`src/rtl/memory_access_unit.sv`:
```
// Purpose : executes one sequencer memory op per instruction; holds the 9-bit MAR and drives the RAM bus.
// Latency : address/NOP ops -> done 1 cycle after accept; READ/WRITE -> done 1 cycle after ack (min 2).
// Backpr. : op_ready_o only in IDLE; bus waits on mem_ack_i, aborted with err_o after TIMEOUT_CYCLES.
//
// Ports:
//   clk, rst                      clock, synchronous active-high reset
//   op_valid_i / op_ready_o       operation handshake from the control sequencer
//   op_i, mode_i, operand_i       memory_op_e, memory_addr_mode_e, address or offset
//   wdata_i / rdata_o             store data in, last loaded data out
//   mar_o                         current memory address register
//   done_o, err_o                 one-cycle completion / error pulses
//   mem_req_o .. mem_ack_i        external RAM/IO bus
module memory_access_unit #(
  parameter int ADDR_W         = 9,
  parameter int DATA_W         = 8,
  parameter int TIMEOUT_CYCLES = 16
) (
  input  logic              clk,
  input  logic              rst,
  input  logic              op_valid_i,
  output logic              op_ready_o,
  input  logic [2:0]        op_i,
  input  logic              mode_i,
  input  logic [ADDR_W-1:0] operand_i,
  input  logic [DATA_W-1:0] wdata_i,
  output logic [DATA_W-1:0] rdata_o,
  output logic [ADDR_W-1:0] mar_o,
  output logic              done_o,
  output logic              err_o,
  output logic              mem_req_o,
  output logic              mem_we_o,
  output logic [ADDR_W-1:0] mem_addr_o,
  output logic [DATA_W-1:0] mem_wdata_o,
  input  logic [DATA_W-1:0] mem_rdata_i,
  input  logic              mem_ack_i
);

  typedef enum logic [2:0] {
    OP_NOP      = 3'd0,
    OP_READ     = 3'd1,
    OP_WRITE    = 3'd2,
    OP_ABSOLUTE = 3'd3,
    OP_REL_SUB  = 3'd4,
    OP_REL_ADD  = 3'd5
  } memory_op_e;

  typedef enum logic {
    MODE_ABSOLUTE = 1'b0,
    MODE_RELATIVE = 1'b1
  } memory_addr_mode_e;

  typedef enum logic [1:0] {
    S_IDLE = 2'd0,
    S_BUS  = 2'd1,
    S_DONE = 2'd2
  } state_e;

  // Counter wide enough to hold TIMEOUT_CYCLES-1; one bit when the timeout is disabled.
  localparam int TW = (TIMEOUT_CYCLES > 1) ? $clog2(TIMEOUT_CYCLES) : 1;
  localparam logic [TW-1:0] T_LAST = TW'((TIMEOUT_CYCLES > 0) ? TIMEOUT_CYCLES - 1 : 0);

  state_e            state;
  logic [TW-1:0]     tcnt;
  logic [ADDR_W-1:0] mar;
  logic [ADDR_W-1:0] ea;
  memory_op_e        op;
  memory_addr_mode_e mode;

  assign op         = memory_op_e'(op_i);
  assign mode       = memory_addr_mode_e'(mode_i);
  assign op_ready_o = (state == S_IDLE);
  assign mar_o      = mar;

  // Effective address for loads/stores; the add wraps modulo 2^ADDR_W by width.
  assign ea = (mode == MODE_RELATIVE) ? mar + operand_i : operand_i;

  always_ff @(posedge clk) begin
    if (rst) begin
      state       <= S_IDLE;
      tcnt        <= '0;
      mar         <= '0;
      rdata_o     <= '0;
      done_o      <= 1'b0;
      err_o       <= 1'b0;
      mem_req_o   <= 1'b0;
      mem_we_o    <= 1'b0;
      mem_addr_o  <= '0;
      mem_wdata_o <= '0;
    end else begin
      done_o <= 1'b0;
      err_o  <= 1'b0;
      case (state)
        S_IDLE: begin
          if (op_valid_i) begin
            case (op)
              OP_READ, OP_WRITE: begin
                state      <= S_BUS;
                tcnt       <= '0;
                mem_req_o  <= 1'b1;
                mem_addr_o <= ea;
                mem_we_o   <= (op == OP_WRITE);
                if (op == OP_WRITE) mem_wdata_o <= wdata_i;
              end
              OP_ABSOLUTE: begin
                mar    <= operand_i;
                state  <= S_DONE;
                done_o <= 1'b1;
              end
              OP_REL_ADD: begin
                mar    <= mar + operand_i;
                state  <= S_DONE;
                done_o <= 1'b1;
              end
              OP_REL_SUB: begin
                mar    <= mar - operand_i;
                state  <= S_DONE;
                done_o <= 1'b1;
              end
              OP_NOP: begin
                state  <= S_DONE;
                done_o <= 1'b1;
              end
              default: begin
                // Undefined opcodes complete like a NOP but flag the error.
                state  <= S_DONE;
                done_o <= 1'b1;
                err_o  <= 1'b1;
              end
            endcase
          end
        end
        S_BUS: begin
          // Ack is checked first so an ack on the last allowed cycle still succeeds.
          if (mem_ack_i) begin
            state     <= S_DONE;
            mem_req_o <= 1'b0;
            done_o    <= 1'b1;
            if (!mem_we_o) rdata_o <= mem_rdata_i;
          end else if ((TIMEOUT_CYCLES > 0) && (tcnt == T_LAST)) begin
            state     <= S_DONE;
            mem_req_o <= 1'b0;
            done_o    <= 1'b1;
            err_o     <= 1'b1;
          end else begin
            tcnt <= tcnt + 1'b1;
          end
        end
        S_DONE: begin
          state <= S_IDLE;
        end
        default: begin
          state <= S_IDLE;
        end
      endcase
    end
  end

endmodule

```
`config.mk`:
```
export PLATFORM = sky130hd
export DESIGN_NAME = memory_access_unit
export DESIGN_NICKNAME = d
export VERILOG_FILES = /design/src/rtl/memory_access_unit.sv
export SDC_FILE = /design/constraint.sdc
export NUM_CORES = 1
export LEC_CHECK = 0
export BUFFER_PORTS_ARGS = -buffer_cell sky130_fd_sc_hd__buf_2
export CORE_MARGIN = 2
export CORE_UTILIZATION = 57
export DETAILED_ROUTE_END_ITERATION = 16
export GPL_TIMING_DRIVEN = 0
export PLACE_DENSITY = 0.93
export SETUP_SLACK_MARGIN = 0.1
export SLEW_MARGIN = 0
export SYNTH_ARGS = -nofsm -noshare
export SYNTH_HDL_FRONTEND = slang
export SYNTH_SLANG_ARGS = --single-unit
```
`constraint.sdc`:
```
create_clock -name clk -period 5.2 [get_ports clk]
set_clock_uncertainty 0.15 [all_clocks]
set_input_delay 1.04 -clock clk [delete_from_list [all_inputs] [get_ports clk]]
set_output_delay 1.04 -clock clk [all_outputs]
set_load 0.02 [all_outputs]
```
### After elaboration in Yosys (flattened, before gate mapping)

Cells that the tools add are included.

* flip-flop bits (word level): 44
* logic and storage cells: 65

* reduce and logical (&&, ||, !) cells: 13
* $add $sub $neg: 3
* muxes and demuxes: 26
* equal/unequal tests: 12
* bitwise gates (word level): 1

Operators with widths (count)
* 9-bit one-hot mux with 3 select lines: 1
* 4-bit 2-to-1 mux: 4
* 1-bit 2-to-1 mux: 11
* 9-bit adder: 1
* 9-bit 2-to-1 mux: 1
* 3-bit AND reduction: 3
* 9-bit subtractor: 1
* 2-bit 2-to-1 mux: 4
* 4-bit one-hot mux with 2 select lines: 1
* 4-bit AND reduction: 2
* 3-bit by 2-bit equality test with 1-bit output (second input constant): 2
* 3-bit equality test (second input constant): 2
* 2-bit inequality test (second input constant): 3
* 1-bit one-hot mux with 2 select lines: 3
* 6-bit OR reduction: 1
* 5-bit AND reduction: 1
* 4-bit by 1-bit adder with 4-bit output (second input constant): 1
* 4-bit equality test (second input constant): 1
* 2-bit one-hot mux with 2 select lines: 1
* 3-bit by 1-bit equality test with 1-bit output (second input constant): 1
* 3-bit zero test: 1
* 3-bit inequality test (second input constant): 1
* 3-bit nonzero test: 1
* 2-bit by 1-bit equality test with 1-bit output (second input constant): 1
* 6 further kinds: 6

### Logic depth before layout (Yosys ltp)

Gate-level depths: netlist (run 1).

* depth after elaboration: 5
* gate-level depth with buffers: 9
* mapped depth without buffers: 9

### Worst setup path after synthesis (run 1)

OpenSTA, ideal clock, no wires.

* kind: input to register
* from: in operand_i[0]
* to: reg mar[6], in the netlist mar_o[6]
* slack: 2359 ps
* setup time: 134 ps
* cell stages on the path: 8
* arrival: 2557 ps
* path through: ha_1 -> fa_1 -> nor2b_1 -> o21ai_1 -> nand2_1 -> xnor2_1 -> a221oi_1 -> nor3_1

* cells in the longest elaborated chain, start to end: 2
* elaborated cells between the ends (all ways): 3
* those cells by class: add/sub (2); mux (1)

RTL lines
* start, declared: RTL line 24 `input logic [ADDR_W-1:0] operand_i,`
* 9-bit subtractor or 9-bit adder (tied branches): RTL line 115, 110
* 9-bit one-hot mux with 3 select lines *: RTL line 95 `case (op)`
* end signal, assigned: RTL line 105 `mar <= operand_i;`
* end signal, assigned: RTL line 110 `mar <= mar + operand_i;`
* end signal, assigned: RTL line 115 `mar <= mar - operand_i;`
* end, declared: RTL line 64 `logic [ADDR_W-1:0] mar;`

Every way passes the cells marked *; elsewhere a longest branch is shown, timed or not.
A chain may end at the register's enable or synchronous reset.

### Worst setup path in the final report (run 1)

Same ends and word-level chain as after synthesis.

==> run_results.csv, run 1 <==
group,metric,value,unit
outcome,status,"finished clean",
final_layout,multi_input_area,0.00173,mm²
pwr,p_sw,0.268,mW
pwr,clockPowerShare,32.4,%
grt,antenna_found_initial,0,
logic_synthesis,netlist_instances,326,
final_layout,final_cell_mix,"buf_2 (77), nor2_1 (50), dfxtp_1 (44)",
routing,via_per_inst,5.88,
pwr,seqPwrFrac,42.9,%
placement,hpwl,5250,µm
critical_path,critPathSlowestCell,"fa_1",
floorplanning,die_height,73.7,µm
sta,rsz0062_at_grt,"no",
routing,drc_errors,0,
logic_synthesis,ys_types,57,
critical_path,critPathLaunchType,"input pin",
floorplanning,coreArea,0.00469,mm²
grt,grt_use_total,26.1,%
routing,dr.pass1.iters,5,
cts,cts_tree,"built",
cts,postCtsHoldBufs,0,
critical_path,worstPathMaxFanout,4,
critical_path,cp_cell_sequence,"buf_2 -> ha_1 -> fa_1 -> nor2b_1 -> o21ai_1 -> nand2_1 -> xnor2_1 -> a221oi_1 -> nor3_1",
sta,fmax,0.343,GHz
cts,cts.sinks,44,
logic_synthesis,avgSynthCellArea,8.49,µm²
routing,ant_nets,0,
pwr,ir_drop,0.253,mV
flow_run,maxCapViolCount,0,
logic_synthesis,synth_top_area_cell,"dfxtp_1",
logic_synthesis,async_reset_ff_share,0,%
grt,grtUsageMet2,41.3,%
floorplanning,rows,25,
critical_path,max_stage_delay,0.43,ns
pwr,internal_power,0.578,mW
cts,post_cts_resized,0,
pwr,leakagePower,1.55,nW
logic_synthesis,synth_nets,378,
cts,clk_root_buffer_cell,"clkbuf_8",
critical_path,crit_required,5.22,ns
final_layout,ff_latch_area,881,µm²
final_layout,drive_gt1_share,26.6,%
pwr,p_per_area,257,mW/mm²
cts,cts_made_buffers,5,
grt,grt_max_degree,16,
logic_synthesis,yosysSeqAreaShare,31.8,%
routing,routed_wl,6940,µm
grt,grt_pass1_vias,2485,
sta,worst_slew_pin_slew,0.592,ns
logic_synthesis,syn_area,0.00277,mm²
cts,cts.clk_slew.worst_paths,0.09,ns
routing,wl_per_cell,15.2,µm
final_layout,fill_cells,363,
routing,drt_iter0_markers,140,
final_layout,mostFrequentLayoutCell,"buf_2",
sta,slew_headroom,60.6,%
pwr,power_frac_comb,24.6,%
critical_path,worstPathArrival,2.94,ns
pwr,switching_share,31.7,%
placement,io_buffers,69,
sta,hold_viol,0,
final_layout,finalNetCount,454,
logic_synthesis,synth_ff_type,"dfxtp_1",
cts,htree_levels,2,
floorplanning,die-area,0.00543,mm²
sta,finalCriticalPeriod,2.92,ns
sta,tns,0,ns
sta,period_share,56.1,%
final_layout,area_delta_synth_final,19.1,%
sta,slew_viol_final,0,
final_layout,fin_area,0.00329,mm²
critical_path,r2r_slack,2.81,ns
cts,clock_latency,0.31,ns
placement,gp_congestion,0.903,
grt,grtUsageMet1,34.7,%
critical_path,cp-end-kind,"flip-flop",
critical_path,critPathKind,"input pin to flip-flop",
final_layout,fin_util,70.2,%
logic_synthesis,yosysWarnings,0,
grt,overflow,0,
grt,use_met3,5.90,%
floorplanning,io-pin-count,72,
logic_synthesis,synth-edff-count,0,
logic_synthesis,synth_top_area_share,31.8,%
grt,grt_pass1_wl,11000,µm
grt,grt_busiest_layer,"met2",
cts,cts.path.max_buffers,2,
routing,vias,2688,
floorplanning,die_w,73.7,µm
logic_synthesis,ys_ff_latch,44,
floorplanning,start_util,59.0,%
logic_synthesis,synthTopCellsByArea,"dfxtp_1 (32%), mux2i_1 (8.0%), ha_1 (7.7%)",
min_path,hold_class,"flip-flop to flip-flop",
final_layout,n_antenna_cell,0,
cts,post_cts_buffers,0,
sta,setup_viol,0,
placement,place_area,0.00318,mm²
[worst max-delay path, delay by kind of cell]
family	cells	cell delay, ns
adders and majority gates	2	0.65
AOI/OAI and AO/OA	2	0.58
and+or+nand+nor	3	0.37
buffers and inverters	1	0.12
xor gates and xnor gates	1	0.16
[layer usage]
metal  vias to the layer above  share of wire, %
li1                       1290                 -
met1                      1259                44
met2                       120                47
met3                        19               6.9
met4                         0               2.7
met5                         -                 0
[registers in the layout (all words and copies together), names as in the netlist]
signal,flops
mar_o,9
done_o,1
err_o,1
state,2
mem_req_o,1
mem_we_o,1
mem_addr_o,9
mem_wdata_o,8
tcnt,4
rdata_o,8
[cells by family after synthesis]
logic type	count (synthesis)	synth area share, %
simple gates	118	22.0
compound gates	72	18.6
flops	44	31.8
buf+inv	37	5.79
mux	23	8.50
fa+ha+maj	19	9.14
xor+xnor	13	4.12
[path summary, 6_finish.rpt]
path	startpoint	to	cells after the start
max reg2reg	mar_o[0]	mar_o[6]	8
min	mem_req_o	mem_req_o	2
min reg2reg	mem_req_o	mem_req_o	2
max	operand_i[0]	mar_o[6]	9
[through the flow]
step / hold slack (ns) / cells / setup slack, ns / total power, mW
2_1_floorplan: 0.341 / 326 / 2.36 / 0.515
3_3_place_gp: 0.315 / 449 / 2.02 / 0.568
3_5_place_dp: 0.318 / 449 / 1.99 / 0.574
4_1_cts: 0.333 / 457 / 2.31 / 0.843
5_1_grt: 0.375 / 457 / 2.07 / 0.879
6_report: 0.335 / 457 / 2.28 / 0.846
[final cells by class]
| class | instances | share of cell area (%) |
|---|---|---|
| multi-input cells | 245 | 52.4 |
| flip-flops and latches | 44 | 26.7 |
| repair buffers | 69 | 10.5 |
| plain buffers | 17 | 2.58 |
| inverters | 20 | 2.28 |
| clock buffers | 5 | 2.09 |
| well taps | 54 | 2.05 |
| clock inverters | 3 | 1.41 |
[power groups by stage]
stage / Combinational, mW / Sequential (mW) / Clock, mW
2_1_floorplan: 0.131 / 0.384 / 0
3_3_place_gp: 0.198 / 0.370 / 0
3_5_place_dp: 0.204 / 0.371 / 0
4_1_cts: 0.206 / 0.363 / 0.274
5_1_grt: 0.229 / 0.365 / 0.285
6_report: 0.208 / 0.363 / 0.275
[synth_stat cells (2+ instances only)]
cell and count:
nor2_1 50, dfxtp_1 44, mux2i_1 22, inv_1 20, a21oi_1 19, ha_1 17
nand2_1 15, o21ai_0 14, nand2b_1 11, a211oi_1 10, nor3_1 10, buf_2 8
clkbuf_1 7, xnor2_1 7, xor2_1 6, o32ai_2 4, a31oi_1 3, nand3_1 3
nand3b_1 3, nor2b_1 3, nor4_1 3, o22ai_1 3, a21oi_2 2, a221oi_1 2
and3_1 2, fa_1 2, nand2_2 2, nor3_2 2, o21a_1 2, o21bai_1 2
or3_1 2
(Power assumes the default switching activity.)
==> run 2, diff against run 1 <==
Settings changed: CORE_UTILIZATION 57 to 53, PLACE_DENSITY 0.93 to 0.88.
Clock period 5.2 ns to 2.74 ns, I/O delays scaled along.
==> run 2 against run 1 <==
  * Non-clock buffer count is the same
  * Register-to-register slack lost 2.5 ns
  * Cell area grew 0.38%
  * Sequential share of layout area shrank 0.10 points
  * Sequential cell count is the same
  * Routed wire length grew 2.6%
  * Final cell count grew 3.5%
  * Critical path depth is the same
  * Clock power grew 84%
  * Setup slack lost 2.0 ns
  * Highest routed layer unchanged
==> run_results.csv, run 2 (synthesis gave the netlist of run 1 again) <==
group,metric,value,unit
cts,post_cts_resized,0,
routing,routed_wl,7120,µm
routing,wl_per_cell,15.1,µm
sta,hold_viol,0,
critical_path,critPathKind,"input pin to flip-flop",
placement,hpwl,5200,µm
pwr,power_frac_comb,25.0,%
sta,hold-worst-slack,0.326,ns
grt,grt_max_degree,14,
floorplanning,die_height,76.2,µm
critical_path,r2r_slack,0.29,ns
final_layout,fill_cells,435,
outcome,status,"finished clean",
sta,fmax,0.403,GHz
sta,worst_slew_pin_slew,0.588,ns
final_layout,final_cell_mix,"buf_2 (77), nor2_1 (50), dfxtp_1 (44)",
cts,cts.path.max_buffers,2,
flow_run,maxCapViolCount,0,
placement,io_buffers,69,
sta,tns,0,ns
cts,cts.sinks,44,
final_layout,multi_input_area,0.00173,mm²
pwr,ir_drop,0.351,mV
critical_path,cp-end-kind,"flip-flop",
floorplanning,coreArea,0.00507,mm²
sta,period_share,90.6,%
grt,grt_busiest_layer,"met2",
grt,grt_pass1_wl,11800,µm
cts,cts_made_buffers,5,
final_layout,mostFrequentLayoutCell,"buf_2",
sta,setup_viol,0,
cts,cts.clk_slew.worst_paths,0.09,ns
pwr,internal_power,1.09,mW
grt,overflow,0,
critical_path,critPathLaunchType,"input pin",
grt,grt_pass1_vias,2581,
sta,finalCriticalPeriod,2.48,ns
cts,post_cts_buffers,0,
pwr,leakagePower,1.55,nW
pwr,p_total,1.59,mW
grt,use_met3,6.04,%
sta,rsz0062_at_grt,"no",
cts,htree_levels,2,
placement,gp_congestion,0.942,
min_path,hp-start,"wdata_i[3]",
pwr,clockPowerShare,31.8,%
pwr,p_per_area,482,mW/mm²
final_layout,fin_area,0.00331,mm²
cts,cts_tree,"built",
floorplanning,rows,26,
cts,postCtsHoldBufs,0,
final_layout,finalNetCount,454,
final_layout,area_delta_synth_final,19.5,%
cts,clock_latency,0.30,ns
routing,dr.pass1.iters,7,
routing,vias,2659,
floorplanning,io-pin-count,72,
final_layout,n_antenna_cell,0,
pwr,seqPwrFrac,43.2,%
critical_path,worstPathMaxFanout,4,
pwr,switching_share,31.4,%
final_layout,fin_util,65.2,%
pwr,p_sw,0.501,mW
grt,antenna_found_initial,0,
min_path,hold_class,"input pin to flip-flop",
routing,via_per_inst,5.62,
grt,grtUsageMet1,30.1,%
routing,drc_errors,0,
placement,place_area,0.00320,mm²
sta,slew_headroom,60.8,%
floorplanning,die-area,0.00581,mm²
sta,slew_viol_final,0,
routing,ant_nets,0,
routing,drt_iter0_markers,167,
cts,clk_root_buffer_cell,"clkbuf_8",
critical_path,r2r-start,"mar_o[0]",
grt,grtUsageMet2,42.9,%
critical_path,worstPathArrival,2.51,ns
floorplanning,die_w,76.2,µm
grt,grt_use_total,24.9,%
final_layout,ff_latch_area,881,µm²
critical_path,crit_start,"operand_i[0]",
final_layout,drive_gt1_share,26.3,%
critical_path,crit_required,2.76,ns
floorplanning,start_util,54.5,%
[run 2: changes by cell type in the layout (fill, tap and decap cells not counted)]
cell,delta
clkinv_2,+1
inv_6,-1
clkinvlp_4,-1
clkbuf_1,+1
[run 2: through the flow]
| step | instances | setup WS (ns) |
|---|---|---|
| final | 473 | 0.258 |
| after global routing | 473 | 0.206 |
| after CTS | 473 | 0.325 |
| after detailed placement | 465 | 0.0230 |
| after global placement | 465 | 0.0683 |
| after floorplan | 326 | 0.391 |
[run 2: area by class of cell]
cell class	instances	share of cell area (%)
Tap cell	70	2.65
Clock inverter	2	1.06
Multi-Input combinational cell	245	52.2
Clock buffer	6	2.19
Timing Repair Buffer	69	10.4
Inverter	20	2.27
Sequential cell	44	26.6
Buffer	17	2.57
[run 2: final timing paths]
kind,end,depth (start not counted)
worst min register to register,rdata_o[5],2
worst max register to register,mar_o[6],8
worst max-delay path,mar_o[6],9
worst min-delay path,mem_wdata_o[3],3
[run 2: power groups by stage]
stage	Sequential (mW)	Clock [mW]	Combinational (mW)
2_1_floorplan	0.729	0	0.248
3_3_place_gp	0.701	0	0.377
3_5_place_dp	0.702	0	0.390
4_1_cts	0.687	0.510	0.395
5_1_grt	0.692	0.533	0.438
6_report	0.688	0.507	0.399
[run 2: routing by layer]
layer | up-vias | share of wire [%]
met2 | 108 | 48
met3 | 10 | 6.9
met5 | - | 0
met4 | 0 | 1.2
li1 | 1296 | -
met1 | 1245 | 44
[run 2: worst max-delay path: stages]
cell,delay [ns]
buf_2,0.12
ha_1,0.23
fa_1,0.45
nor2b_1,0.18
o21ai_1,0.27
nand2_1,0.12
xnor2_1,0.17
a221oi_1,0.33
nor3_1,0.09
